`config.mk`:
```
export PLATFORM = sky130hd
export DESIGN_NAME = n163_wave_sequencer
export DESIGN_NICKNAME = d
export VERILOG_FILES = /design/src/rtl/n163_wave_sequencer.sv
export SDC_FILE = /design/constraint.sdc
export NUM_CORES = 1
export LEC_CHECK = 0
export ABC_AREA = 0
export BUFFER_PORTS_ARGS = -buffer_cell sky130_fd_sc_hd__buf_2
export CORE_MARGIN = 5
export CORE_UTILIZATION = 45
export DETAILED_ROUTE_END_ITERATION = 6
export HOLD_SLACK_MARGIN = 0.03
export SETUP_SLACK_MARGIN = 0.4
export SYNTH_ARGS = -nofsm -noshare
export SYNTH_HDL_FRONTEND = slang
export SYNTH_SLANG_ARGS = --single-unit
```
`constraint.sdc`:
```
create_clock -name clk -period 7.7 [get_ports clk]
set_clock_uncertainty 0.15 [all_clocks]
set_input_delay 1.54 -clock clk [delete_from_list [all_inputs] [get_ports clk]]
set_output_delay 1.54 -clock clk [all_outputs]
set_load 0.02 [all_outputs]
```
`src/rtl/n163_wave_sequencer.sv`:
```
// Namco 163 wavetable channel sequencer: shares the 128x8 sound RAM between the CPU
// data port and a per-slot phase-update / sample-fetch engine.
module n163_wave_sequencer #(
    parameter int SLOT_TICKS = 15
) (
    input  logic       clk,
    input  logic       reset,
    input  logic       m2_ce,
    input  logic       halt,
    input  logic       cpu_req,
    input  logic       cpu_we,
    input  logic [6:0] cpu_addr,
    input  logic [7:0] cpu_wdata,
    output logic [7:0] cpu_rdata,
    output logic       cpu_ack,
    output logic [6:0] ram_addr,
    output logic       ram_we,
    output logic [7:0] ram_wdata,
    input  logic [7:0] ram_rdata,
    output logic       smp_valid,
    output logic [2:0] smp_ch,
    output logic [7:0] smp_out
);
    localparam logic [3:0] S_IDLE = 4'd0,  S_RF0 = 4'd1,  S_RP0 = 4'd2,  S_RF1 = 4'd3;
    localparam logic [3:0] S_RP1  = 4'd4,  S_RF2 = 4'd5,  S_RP2 = 4'd6,  S_RWAV = 4'd7;
    localparam logic [3:0] S_RVOL = 4'd8,  S_CALC = 4'd9, S_WP0 = 4'd10, S_WP1 = 4'd11;
    localparam logic [3:0] S_WP2  = 4'd12, S_RSMP = 4'd13, S_OUT = 4'd14;
    localparam logic [7:0] SLOT_LAST = 8'(SLOT_TICKS - 1);

    logic [3:0]  state_reg, pend_reg;
    logic [7:0]  timer_reg;
    logic [2:0]  ch_reg, ch_next_reg, count_reg;
    logic [3:0]  vol_reg;
    logic [7:0]  field_reg [0:6];
    logic [7:0]  smp_byte_reg;
    logic [23:0] phase_new_reg;
    logic [7:0]  nib_reg;
    logic        cpu_ack_reg, cpu_rd_reg;
    logic [7:0]  rdata_hold_reg;
    logic        smp_valid_reg;
    logic [2:0]  smp_ch_reg;
    logic [7:0]  smp_out_reg;

    logic        slot_tick, slot_start, seq_adv, is_read;
    logic [17:0] freq;
    logic [24:0] p_sum;
    logic [8:0]  len_l, p_hi;
    logic [23:0] phase_calc;
    logic [7:0]  nib_calc, smp_byte;
    logic [3:0]  sample;
    logic [2:0]  cnt_eff;
    logic [3:0]  ch_sum;

    assign slot_tick  = m2_ce && (timer_reg == SLOT_LAST);
    assign slot_start = slot_tick && !halt && (state_reg == S_IDLE);
    // Every active state yields to the CPU, so each grant costs exactly one clk.
    assign seq_adv    = (state_reg != S_IDLE) && !cpu_req;
    assign is_read    = ((state_reg >= S_RF0) && (state_reg <= S_RVOL)) || (state_reg == S_RSMP);

    always_comb begin
        freq       = {field_reg[4][1:0], field_reg[2], field_reg[0]};
        p_sum      = {1'b0, field_reg[5], field_reg[3], field_reg[1]} + {7'd0, freq};
        len_l      = 9'd256 - {1'b0, field_reg[4][7:2], 2'b00};
        p_hi       = p_sum[24:16];
        if (p_hi >= len_l) begin
            p_hi = p_hi - len_l;
        end
        phase_calc = {p_hi[7:0], p_sum[15:0]};
        nib_calc   = field_reg[6] + phase_calc[23:16];
        smp_byte   = (pend_reg == S_RSMP) ? ram_rdata : smp_byte_reg;
        sample     = nib_reg[0] ? smp_byte[7:4] : smp_byte[3:0];
        cnt_eff    = (ch_reg == 3'd7) ? ram_rdata[6:4] : count_reg;
        ch_sum     = {1'b0, ch_reg} + {1'b0, cnt_eff};
    end

    // RAM port is combinational so a grant in cycle T has its data back in T+1.
    always_comb begin
        ram_addr  = '0;
        ram_we    = 1'b0;
        ram_wdata = '0;
        if (!reset) begin
            if (cpu_req) begin
                ram_addr  = cpu_addr;
                ram_we    = cpu_we;
                ram_wdata = cpu_we ? cpu_wdata : 8'd0;
            end else if ((state_reg >= S_RF0) && (state_reg <= S_RVOL)) begin
                ram_addr = {1'b1, ch_reg, 3'(state_reg - S_RF0)};
            end else if (state_reg == S_WP0) begin
                ram_addr  = {1'b1, ch_reg, 3'd1};
                ram_we    = 1'b1;
                ram_wdata = phase_new_reg[7:0];
            end else if (state_reg == S_WP1) begin
                ram_addr  = {1'b1, ch_reg, 3'd3};
                ram_we    = 1'b1;
                ram_wdata = phase_new_reg[15:8];
            end else if (state_reg == S_WP2) begin
                ram_addr  = {1'b1, ch_reg, 3'd5};
                ram_we    = 1'b1;
                ram_wdata = phase_new_reg[23:16];
            end else if (state_reg == S_RSMP) begin
                ram_addr = nib_reg[7:1];
            end
        end
    end

    // Read data is captured from whichever cycle follows the issuing grant, even if the CPU holds the port.
    always_ff @(posedge clk) begin
        if ((pend_reg >= S_RF0) && (pend_reg <= S_RWAV)) begin
            field_reg[3'(pend_reg - S_RF0)] <= ram_rdata;
        end
        if (pend_reg == S_RSMP) begin
            smp_byte_reg <= ram_rdata;
        end
    end

    always_ff @(posedge clk) begin
        if (reset) begin
            state_reg      <= S_IDLE;
            pend_reg       <= S_IDLE;
            timer_reg      <= '0;
            ch_reg         <= 3'd7;
            ch_next_reg    <= 3'd7;
            count_reg      <= '0;
            vol_reg        <= '0;
            phase_new_reg  <= '0;
            nib_reg        <= '0;
            cpu_ack_reg    <= 1'b0;
            cpu_rd_reg     <= 1'b0;
            rdata_hold_reg <= '0;
            smp_valid_reg  <= 1'b0;
            smp_ch_reg     <= 3'd7;
            smp_out_reg    <= '0;
        end else begin
            cpu_ack_reg   <= cpu_req;
            cpu_rd_reg    <= cpu_req && !cpu_we;
            smp_valid_reg <= 1'b0;
            pend_reg      <= (seq_adv && is_read) ? state_reg : S_IDLE;
            if (cpu_ack_reg && cpu_rd_reg) begin
                rdata_hold_reg <= ram_rdata;
            end
            if (m2_ce) begin
                timer_reg <= slot_tick ? 8'd0 : timer_reg + 8'd1;
            end
            if (pend_reg == S_RVOL) begin
                vol_reg <= ram_rdata[3:0];
                if (ch_reg == 3'd7) begin
                    count_reg <= ram_rdata[6:4];
                end
                ch_next_reg <= (ch_sum <= 4'd7) ? 3'd7 : ch_reg - 3'd1;
            end
            if (slot_start) begin
                state_reg <= S_RF0;
            end else if (seq_adv) begin
                if (state_reg == S_CALC) begin
                    phase_new_reg <= phase_calc;
                    nib_reg       <= nib_calc;
                end
                if (state_reg == S_OUT) begin
                    smp_valid_reg <= 1'b1;
                    smp_ch_reg    <= ch_reg;
                    smp_out_reg   <= {4'd0, sample} * {4'd0, vol_reg};
                    ch_reg        <= ch_next_reg;
                    state_reg     <= S_IDLE;
                end else begin
                    state_reg <= state_reg + 4'd1;
                end
            end
        end
    end

    assign cpu_ack   = cpu_ack_reg;
    assign cpu_rdata = (cpu_ack_reg && cpu_rd_reg) ? ram_rdata : rdata_hold_reg;
    assign smp_valid = smp_valid_reg;
    assign smp_ch    = smp_ch_reg;
    assign smp_out   = smp_out_reg;
endmodule

```
==> impl_metrics.env <==
export IMPL_outcome="completed"
export IMPL_clock_latency_ns=0.42
export IMPL_hold_depth=2
export IMPL_reg2reg_depth=26
export IMPL_drv_cap=0
export IMPL_path_clk_slew_ns=0.06
export IMPL_syn_num_nets=953
export IMPL_rsz0062_at_grt="false"
export IMPL_final_area_sq_um=9230
export IMPL_io_buffers=65
export IMPL_setup_viol=0
export IMPL_hold_path_class="reg2reg"
export IMPL_fin_util_pct=51.8
export IMPL_antenna_cells=0
export IMPL_gr_total_overflow=0
export IMPL_rows=49
export IMPL_ys_flop_type="dfxtp_1"
export IMPL_setup_ws_ns=1.60
export IMPL_netlist_instances=856
export IMPL_finalCritPeriodShare_pct=79.3
export IMPL_layout_min_cycle_time_ns=6.10
export IMPL_avgSynthCellArea_sq_um=9.48
export IMPL_viasPerCell=5.42
export IMPL_hold_buffers=0
export IMPL_finalSetupTns_ns=0
export IMPL_synth_cell_type_count=66
export IMPL_start_util_pct=45.5
export IMPL_cts_buffer_depth=2
export IMPL_critPathRequiredTime_ns=7.84
export IMPL_drive_gt1_share_pct=15.3
export IMPL_die_area_sq_um=20800
export IMPL_drtPass1Iterations=4
export IMPL_core_area_sq_um=17800
export IMPL_arrival_ns=6.24
export IMPL_drv_slew=0
export IMPL_ys_ff_latch=147
export IMPL_drc=0
export IMPL_hold_violations=0
export IMPL_dp_cells=1124
export IMPL_ctsHtreeMaxLevel=4
export IMPL_grt_max_degree=42
export IMPL_post_cts_setup_buffer_count=0
export IMPL_layout_nets=1011
export IMPL_io_pins=66
export IMPL_dp_hpwl_microns=13900
export IMPL_routabilityCongestion=0.877
export IMPL_static_leakage_power_uw=0.00376
export IMPL_ir_worst_vdd_mv=0.170
export IMPL_final_antenna_net_count=0
export IMPL_yosysWarnings=0
export IMPL_ctsResizeCount=0
export IMPL_dp_slack_ns=1.64
export IMPL_clock_sinks=147
export IMPL_cts_buffers=17
export IMPL_fmax_ghz=0.164
export IMPL_start_kind="register"
export IMPL_synth_area_sq_um=8120
export IMPL_async_reset_ff_share_pct=0
export IMPL_slew_headroom_pct=22.9
export IMPL_die_h_microns=144
export IMPL_power_density_nw_per_um2=186
export IMPL_fp_dieW_microns=144
export IMPL_dr_first_iter_drc_count=314
export IMPL_area_delta_synth_final_pct=13.7
export IMPL_antenna_found_initial=0
export IMPL_drt_wl_total_microns=19500
export IMPL_worstSetupEndpointType="register"
export IMPL_cp_max_fo=7
export IMPL_grt_first_pass_wirelength_microns=32000
export IMPL_via_count=6260
export IMPL_worstMarginPinSlew_ns=1.15
export IMPL_grt_use_total_pct=19.7
export IMPL_wl_per_cell_microns=16.9
export IMPL_cts_tree="done"
export IMPL_synth_edf_count=56
export IMPL_root_buffer="clkbuf_16"
export IMPL_setup_worst_path_class="reg2reg"
export IMPL_grt_pass1_vias=6190
export IMPL_ys_seq_area_share_pct=43.2
export IMPL_placed_cell_area_sq_um=8640
export IMPL_largest_reg_flops=56
export IMPL_stdcell_count=1155
==> metal layers <==
metal / share of wire (%) / up-vias / GRT usage, %
li1: - / 3149 / -
met5: 0 / - / 0
met2: 48 / 115 / 32.4
met3: 3.3 / 32 / 3.51
met1: 47 / 2964 / 26.2
met4: 2.2 / 0 / 6.87
==> kinds of logic (layout without fill, tap and decap cells) <==
kind of cell / count (synthesis) / count (layout) / synth area share, %
fa+ha+maj: 68 / 68 / 11.1
mux: 36 / 36 / 4.86
simple gates: 302 / 302 / 17.6
xor+xnor: 46 / 46 / 4.96
compound gates: 189 / 189 / 14.9
buf+inv: 68 / 138 / 3.39
flops: 147 / 147 / 43.2
==> placed cells by master, fill, tap and decap left out, drive strengths merged, types with 3 or more instances in the layout <==
cell / instances
nand2: 111
dfxtp: 91
a21oi: 86
nor2: 76
buf: 71
ha: 61
edfxtp: 56
inv: 38
xnor2: 27
mux2: 24
clkbuf: 24
and2: 22
nand3: 20
xor2: 19
nand2b: 18
o21ai: 18
a21o: 15
a211oi: 13
mux2i: 12
nor3: 11
a22oi: 10
o211ai: 8
o21bai: 7
fa: 7
nand4: 5
or2: 5
and3: 5
nor4: 5
o21a: 4
a31oi: 4
nor3b: 4
nor2b: 4
clkinv: 4
o211a: 3
a211o: 3
a21boi: 3
nand3b: 3
and4: 3
==> synthesized netlist by cell type (5+ instances only) <==
cell type,n,area [sq um]
a211oi_1,13,97.6
a21o_1,13,97.6
a21oi_1,85,425
a22oi_1,10,75.1
and2_1,22,138
and3_1,5,31.3
clkbuf_1,27,101
dfxtp_1,91,1820
edfxtp_1,56,1680
fa_1,7,140
ha_1,61,763
inv_1,36,135
mux2_2,23,259
mux2i_1,12,120
nand2_1,110,413
nand2b_1,18,113
nand3_1,20,100
nand4_1,5,31.3
nor2_1,75,282
nor3_1,11,55.1
nor4_1,5,31.3
o211ai_1,8,60.1
o21ai_0,18,90.1
o21bai_1,7,52.6
or2_2,5,31.3
xnor2_1,27,236
xor2_1,19,166
==> metrics by stage <==
stage               hold slack (ns)  total power [uW]
detailed placement            0.292               920
finish                        0.295              1720
global placement              0.288               919
global route                  0.315              1780
floorplan                     0.282               884
CTS                           0.299              1740
==> layout make-up <==
cell class / count / area (sq um)
sequential: 147 / 3500
timing repair buffer: 71 / 370
inverter: 36 / 135
clock inverter: 7 / 66.3
clock buffer: 24 / 527
tap: 229 / 287
fill: 1704 / 8610
multi-input combinational: 641 / 4350
==> power breakdown <==
| group | switching (uW) | internal [uW] | total [uW] |
|---|---|---|---|
| clock network | 308 | 510 | 817 |
| logic | 59.5 | 28.6 | 88.0 |
| registers | 2.84 | 811 | 814 |
| total | 370 | 1350 | 1720 |
==> worst max-delay path: stages, from the launching register on <==
cell and delay [ns]:
edfxtp_1 0.39, ha_1 0.31, a211o_1 0.12, o211ai_1 0.18
a211oi_1 0.36, o21bai_1 0.18, a32oi_1 0.37, nand2_1 0.11
xor2_1 0.31, inv_1 0.11, ha_1 0.36, nor3b_1 0.17
nand2_1 0.08, mux2i_1 0.10, o31a_2 0.41, nor2_4 0.20
mux2i_1 0.29, ha_1 0.31, a21oi_1 0.22, o21bai_1 0.09
a21oi_1 0.20, o21ai_0 0.14, xor2_1 0.18, nor2_1 0.07
and2_1 0.19, a221oi_1 0.23, a31oi_1 0.11
==> final timing paths <==
kind              startpoint         end  slack (ns)
max          field_reg[0][1]  nib_reg[7]        1.60
min               smp_out[7]  smp_out[7]        0.29
max reg2reg  field_reg[0][1]  nib_reg[7]        1.60
min reg2reg       smp_out[7]  smp_out[7]        0.29
Power figures use the tool's default switching activity.
